## src/rtl/phase_sequencer.sv

```systemverilog
// One-hot instruction phase sequencer with debounced run/step buttons, datapath halt and a retired-instruction counter.
// Optional build macro PHASE_OVERLAP_EN: in RUN, the last phase of an instruction overlaps bit 0 of the next.
module phase_sequencer #(
    parameter int NPHASE      = 5,
    parameter int SYNC_STAGES = 2,
    parameter int CNT_W       = 16,
    parameter int AUTO_RUN    = 1
) (
    input  logic              clock,
    input  logic              reset,
    input  logic              run_btn,
    input  logic              step_btn,
    input  logic              halt,
    input  logic [1:0]        mode,
    input  logic [NPHASE-1:0] skip_mask,
    output logic [NPHASE-1:0] phase,
    output logic              running,
    output logic              instr_done,
    output logic [CNT_W-1:0]  instr_count
);

    typedef enum logic [2:0] {
        S_IDLE,
        S_RUN,
        S_STOPPING,
        S_STEP,
        S_HALTED
    } state_t;

    typedef enum logic [1:0] {
        M_FREE  = 2'b00,
        M_PHASE = 2'b01,
        M_INSTR = 2'b10,
        M_ALT   = 2'b11
    } mode_t;

    localparam logic [NPHASE-1:0] BIT0 = NPHASE'(1);

    // Index of the highest set bit; 0 for an empty vector.
    function automatic int top_bit(input logic [NPHASE-1:0] v);
        int idx;
        idx = 0;
        for (int i = 0; i < NPHASE; i++)
            if (v[i]) idx = i;
        return idx;
    endfunction

    // Index of the nearest active phase above 'from'; 0 means the instruction wraps.
    function automatic int next_bit(input int from, input logic [NPHASE-1:0] act);
        int idx;
        idx = 0;
        for (int i = NPHASE - 1; i > 0; i--)
            if (i > from && act[i]) idx = i;
        return idx;
    endfunction

    logic [SYNC_STAGES-1:0] r_run_sync;
    logic [SYNC_STAGES-1:0] r_step_sync;
    logic                   r_run_last;
    logic                   r_step_last;
    logic                   w_run_press;
    logic                   w_step_press;

    state_t            r_state;
    state_t            w_state_nxt;
    mode_t             r_mode;
    mode_t             w_mode_nxt;
    logic [NPHASE-1:0] r_phase;
    logic [NPHASE-1:0] w_phase_nxt;
    logic [CNT_W-1:0]  r_count;

    logic [NPHASE-1:0] w_active;
    logic [NPHASE-1:0] w_adv;
    logic              w_overlap;
    logic              w_last;
    int                w_top;
    int                w_from;
    int                w_adv_idx;
`ifdef PHASE_OVERLAP_EN
    logic              w_adv_last;
`endif

    // Buttons idle high; a press is the first cycle the synchronised level reads low.
    always_ff @(posedge clock or negedge reset) begin
        if (!reset) begin
            r_run_sync  <= '1;
            r_step_sync <= '1;
            r_run_last  <= 1'b1;
            r_step_last <= 1'b1;
        end else begin
            // NOTE: non-blocking assignments so every flop samples pre-edge values; blocking here would collapse the synchroniser chain.
            r_run_sync  <= {r_run_sync[SYNC_STAGES-2:0], run_btn};
            r_step_sync <= {r_step_sync[SYNC_STAGES-2:0], step_btn};
            r_run_last  <= r_run_sync[SYNC_STAGES-1];
            r_step_last <= r_step_sync[SYNC_STAGES-1];
        end
    end

    assign w_run_press  = r_run_last  & ~r_run_sync[SYNC_STAGES-1];
    assign w_step_press = r_step_last & ~r_step_sync[SYNC_STAGES-1];

    // An overlapped vector (bit 0 plus the old last phase) advances as if it were bit 0.
    always_comb begin
        w_active  = ~skip_mask | BIT0;
        w_top     = top_bit(r_phase);
        w_overlap = r_phase[0] && (r_phase[NPHASE-1:1] != '0);
        w_from    = w_overlap ? 0 : w_top;
        w_adv_idx = next_bit(w_from, w_active);
        w_adv     = BIT0 << w_adv_idx;
        w_last    = (r_phase != '0) && (next_bit(w_top, w_active) == 0);
`ifdef PHASE_OVERLAP_EN
        w_adv_last = (next_bit(w_adv_idx, w_active) == 0);
`endif
    end

    always_comb begin
        // NOTE: every variable gets a default before the case so no path leaves it unassigned and infers a latch.
        w_state_nxt = r_state;
        w_phase_nxt = r_phase;
        w_mode_nxt  = r_mode;
        if (halt) begin
            w_state_nxt = S_HALTED;
            w_phase_nxt = '0;
        end else begin
            unique case (r_state)
                S_IDLE: begin
                    w_phase_nxt = '0;
                    if (w_run_press) begin
                        w_state_nxt = S_RUN;
                        w_phase_nxt = BIT0;
                        w_mode_nxt  = mode_t'(mode);
                    end else if (w_step_press &&
                                 (mode_t'(mode) == M_PHASE || mode_t'(mode) == M_INSTR)) begin
                        w_state_nxt = S_STEP;
                        w_phase_nxt = BIT0;
                        w_mode_nxt  = mode_t'(mode);
                    end
                end
                S_RUN: begin
                    if (w_run_press) begin
                        w_state_nxt = S_STOPPING;
                        if (r_phase == '0 || (w_last && !w_overlap))
                            w_phase_nxt = '0;
                        else
                            w_phase_nxt = w_adv;
                    end else if (r_phase == '0) begin
                        w_phase_nxt = BIT0;
                    end else begin
                        w_phase_nxt = w_adv;
`ifdef PHASE_OVERLAP_EN
                        if (w_adv_last && w_adv_idx != 0)
                            w_phase_nxt = w_adv | BIT0;
`endif
                    end
                end
                S_STOPPING: begin
                    if (r_phase == '0 || w_last) begin
                        w_state_nxt = S_IDLE;
                        w_phase_nxt = '0;
                    end else begin
                        w_phase_nxt = w_adv;
                    end
                end
                S_STEP: begin
                    if (r_mode == M_INSTR || w_step_press) begin
                        if (w_last) begin
                            w_state_nxt = S_IDLE;
                            w_phase_nxt = '0;
                        end else begin
                            w_phase_nxt = w_adv;
                        end
                    end
                end
                S_HALTED: begin
                    w_phase_nxt = '0;
                    if (w_run_press) begin
                        w_state_nxt = S_RUN;
                        w_phase_nxt = BIT0;
                        w_mode_nxt  = mode_t'(mode);
                    end
                end
                default: begin
                    w_state_nxt = S_IDLE;
                    w_phase_nxt = '0;
                end
            endcase
        end
    end

    always_ff @(posedge clock or negedge reset) begin
        if (!reset) begin
            r_state <= (AUTO_RUN != 0) ? S_RUN : S_IDLE;
            r_mode  <= M_FREE;
            r_phase <= '0;
            r_count <= '0;
        end else begin
            r_state <= w_state_nxt;
            r_mode  <= w_mode_nxt;
            r_phase <= w_phase_nxt;
            if (w_last && !halt)
                r_count <= r_count + 1'b1;
        end
    end

    assign phase       = r_phase;
    assign running     = (r_state == S_RUN) || (r_state == S_STEP);
    assign instr_done  = w_last;
    assign instr_count = r_count;

endmodule

```

## config.mk

```make
export PLATFORM = sky130hd
export DESIGN_NAME = phase_sequencer
export DESIGN_NICKNAME = d
export VERILOG_FILES = /design/src/rtl/phase_sequencer.sv
export SDC_FILE = /design/constraint.sdc
export NUM_CORES = 1
export LEC_CHECK = 0
export CAP_MARGIN = 20
export CORE_MARGIN = 10
export CORE_UTILIZATION = 40
export CTS_CLUSTER_DIAMETER = 60
export DETAILED_ROUTE_END_ITERATION = 7
export GPL_TIMING_DRIVEN = 0
export PLACE_DENSITY = 0.71
export SLEW_MARGIN = 10
export SYNTH_ARGS = -nofsm -noshare
export SYNTH_HDL_FRONTEND = slang
export SYNTH_SLANG_ARGS = --single-unit
```

## constraint.sdc

```tcl
create_clock -name clock -period 5.35 [get_ports clock]
set_input_delay 1.07 -clock clock [delete_from_list [all_inputs] [get_ports clock]]
set_output_delay 1.07 -clock clock [all_outputs]
set_load 0.03 [all_outputs]
```

==> out/results.tsv <==
stage	metric	value	unit
worst_hold_path	Hold Crit Depth	0	
worst_setup_path	Critical Path RT	4.28	ns
clock_network	maximum clock path buffer count	2	
clock_network	H-tree level count	2	
power	LEAKAGE	0.000869	µW
worst_setup_path	CP Depth	5	
place	DP HPWL	2740	µm
worst_setup_path	critical-path cell list	clkdlybuf4s50_1 -> o211ai_2 -> a22oi_2 -> buf_2 -> clkdlybuf4s50_1	
synth	Seq/Total Area, Yosys	49.4	%
clock_network	clock-pin transition on the worst setup and hold timing paths	0.06	ns
route	DRC	0	
layout	share of layout cells above drive strength 1	17.2	%
worst_setup_path	R2R cell count	5	
route	drt total wl	3580	µm
global_routing	vias in the first global route	1307	
floorplanning	# rows	23	
flow_run	Max-Cap Viols	0	
synth	warnings from Yosys	0	
worst_hold_path	Hold WC Path Type	reg -> reg	
sta	setup TNS	0	ns
route	Routed WL per cell	14.8	µm
power	Overall Power	502	µW
clock_network	clk_lat worst skew	0.28	ns
layout	synthesis-to-layout area growth	29.2	%
worst_setup_path	CP delay by family, top	buffers and inverters	
global_routing	total track usage	10.7	%
place	input/output buffers	33	
worst_setup_path	WP buf/inv	3	
floorplanning	Initial Utilization	41.2	%
clock_network	CTS tree	done	
worst_setup_path	crit path DAT	3.06	ns
clock_network	total CTS buffers	5	
worst_setup_path	type of origin of the critical path	input port	
global_routing	first-pass GRT wire length	6200	µm
sta	skew final	0.00598	ns
synth	Syn Inst Count	151	
sta	Slew headroom	52.7	%
synth	Post-Syn Area	0.00164	mm²
power	clock network fraction of total power	37.5	%
power	Seq pwr share	52.2	%
worst_setup_path	Crit. End Element	output pin	
place	gp weighted congestion	0.849	
worst_setup_path	Worst Setup Path Type	in -> out	
synth	Synth async-reset ratio	100	%
layout	post-route cell area	0.00212	mm²
synth	net count after synthesis	164	
sta	Tcrit/Tclk final	77.3	%
clock_network	post-CTS sizing	0	
sta	max-slew violations	0	
layout	Nets	204	
global_routing	initial antenna violation count	0	
worst_setup_path	cell repeated most along the worst path	clkdlybuf4s50_1	
sta	final setup violation count	0	
sta	Least-Margin Pin Slew	0.709	ns
synth	Synth Register Bits	32	
global_routing	largest net degree at the start of global routing	33	
route	via/cell ratio	5.22	
synth	syn avg cell area	10.8	µm²
clock_network	CTS hold repair buffers	0	
power	Switching Share	23.9	%
route	First-pass DRT Iterations	4	
synth	predominant post-synthesis flop cell	dfrtp_1	
sta	count of final hold-check violations	0	
global_routing	Remaining Overflow, GRT	0	
power	Int Power	382	µW
worst_setup_path	CP max-delay cell	clkdlybuf4s50_1	
floorplanning	# IOs	35	
floorplanning	core area	0.00397	mm²
floorplanning	DIE HEIGHT	84.0	µm
route	via count	1263	
clock_network	Clock Tree Root	clkbuf_8	
sta	post-route minimum period	4.13	ns
worst_setup_path	crit-path max FO	10	
outcome	status	complete, no violations	
power	Net Sw Power	120	µW
sta	RSZ-0062 raised after global routing	no	
route	initial drt markers	63	
power	pwr dens	237	mW/mm²
floorplanning	Die W	84.0	µm
worst_setup_path	Worst path max stage delay	0.70	ns
clock_network	postcts setup bufs	0	
power	VDD IR max	166	µV
clock_network	Clock Sinks	32	
synth	Post-synth EDFFs	0	
synth	Synth cell types	45	
route	post-route ant nets	0	
place	Post-DP Area	0.00203	mm²
power	Combinational Power Share	10.3	%
layout	ANT cells	0	
sta	fmax	242	MHz
floorplanning	Die ar.	0.00705	mm²
layout	Fillers	368	
[power by group through the flow]
stage | Clock [µW] | Combinational (µW) | Sequential (µW)
6_report | 189 | 51.5 | 262
3_3_place_gp | 0 | 51.6 | 266
3_5_place_dp | 0 | 52.4 | 267
4_1_cts | 193 | 52.6 | 262
5_1_grt | 206 | 56.4 | 264
2_1_floorplan | 0 | 22.2 | 270
[cells by family after synthesis]
kind of cell / count (synthesis) / synth area share [%]
adders and majority gates: 1 / 0.764
AOI/OAI and AO/OA: 29 / 16.8
buffers and inverters: 6 / 1.53
xor gates and xnor gates: 16 / 8.56
DFF: 32 / 49.4
muxes: 3 / 2.06
and+or+nand+nor: 64 / 20.9
[state kept, by name (all words and copies together), names as in the netlist]
register	count
phase	5
instr_count	16
r_state	3
r_run_last	1
r_mode	2
r_step_last	1
r_step_sync	2
r_run_sync	2
[layer usage]
layer	wire, µm	global-route usage (%)
met1	1610	12.1
met2	1690	17.3
met3	261	5.08
met4	29	3.20
met5	0	0
[cell usage in the layout (no fill, tap or decap), types with 3 or more instances in the layout]
master / n
nor2b_1: 3
buf_2: 3
nand2_1: 16
inv_1: 4
mux2_2: 3
clkdlybuf4s50_1: 32
nand2b_1: 4
dfrtp_1: 25
xor2_1: 4
dfstp_2: 7
nand3_1: 7
xnor2_1: 12
nor2_1: 14
nand4_1: 6
o21ai_1: 4
clkbuf_8: 6
nor3_1: 4
a21oi_1: 4
[layout make-up]
| type | count | area (µm²) | share of cell area [%] |
|---|---|---|---|
| clock buffer | 8 | 90.1 | 4.26 |
| inverter | 4 | 15.0 | 0.710 |
| buffer | 2 | 10.0 | 0.473 |
| multi-input combinational | 113 | 803 | 38.0 |
| tap | 50 | 62.6 | 2.96 |
| timing repair buffer | 33 | 325 | 15.4 |
| sequential | 32 | 810 | 38.3 |
[stage by stage]
step / hold WS [ns] / setup WS, ns / instances / utilization, %
2_1_floorplan: 0.345 / 2.57 / 151 / -
3_3_place_gp: 0.347 / 1.24 / 234 / 51.1
3_5_place_dp: 0.347 / 1.20 / 234 / 51.0
4_1_cts: 0.356 / 1.20 / 242 / 53.3
5_1_grt: 0.359 / 1.13 / 242 / 53.3
6_report: 0.355 / 1.22 / 242 / 53.3
[cell usage after synthesis (2+ instances only)]
library cell,n,share of area (%)
nor2b_1,3,1.1
nand2b_1,4,1.5
o21ai_1,4,1.2
nor2_1,14,3.2
or2_1,2,0.76
nand4_1,6,2.3
nor3_1,4,1.2
xor2_1,4,2.1
inv_1,4,0.92
dfstp_2,7,11
a21oi_1,4,1.2
nand3_1,7,2.1
nand2_1,16,3.7
dfrtp_1,25,38
o31ai_1,2,0.92
o21ai_0,2,0.61
mux2_2,3,2.1
buf_2,2,0.61
xnor2_1,12,6.4
[worst register-to-register path: stages (launching register included)]
cell	delay (ns)
dfrtp_1	0.47
or4_4	0.61
o311ai_4	0.29
nor2_2	0.10
nor3_1	0.21
o31ai_1	0.10
[worst paths after layout]
path	from	endpoint	slack [ns]
setup reg to reg	phase[4]	phase[0]	3.45
hold reg to reg	r_run_sync[0]	r_run_sync[1]	0.36
hold / removal	r_run_sync[0]	r_run_sync[1]	0.36
setup / recovery	skip_mask[4]	instr_done	1.22
min in group asynchronous	reset	phase[3]	0.83
max in group asynchronous	reset	instr_count[1]	4.05
Power figures use the tool's default switching activity.
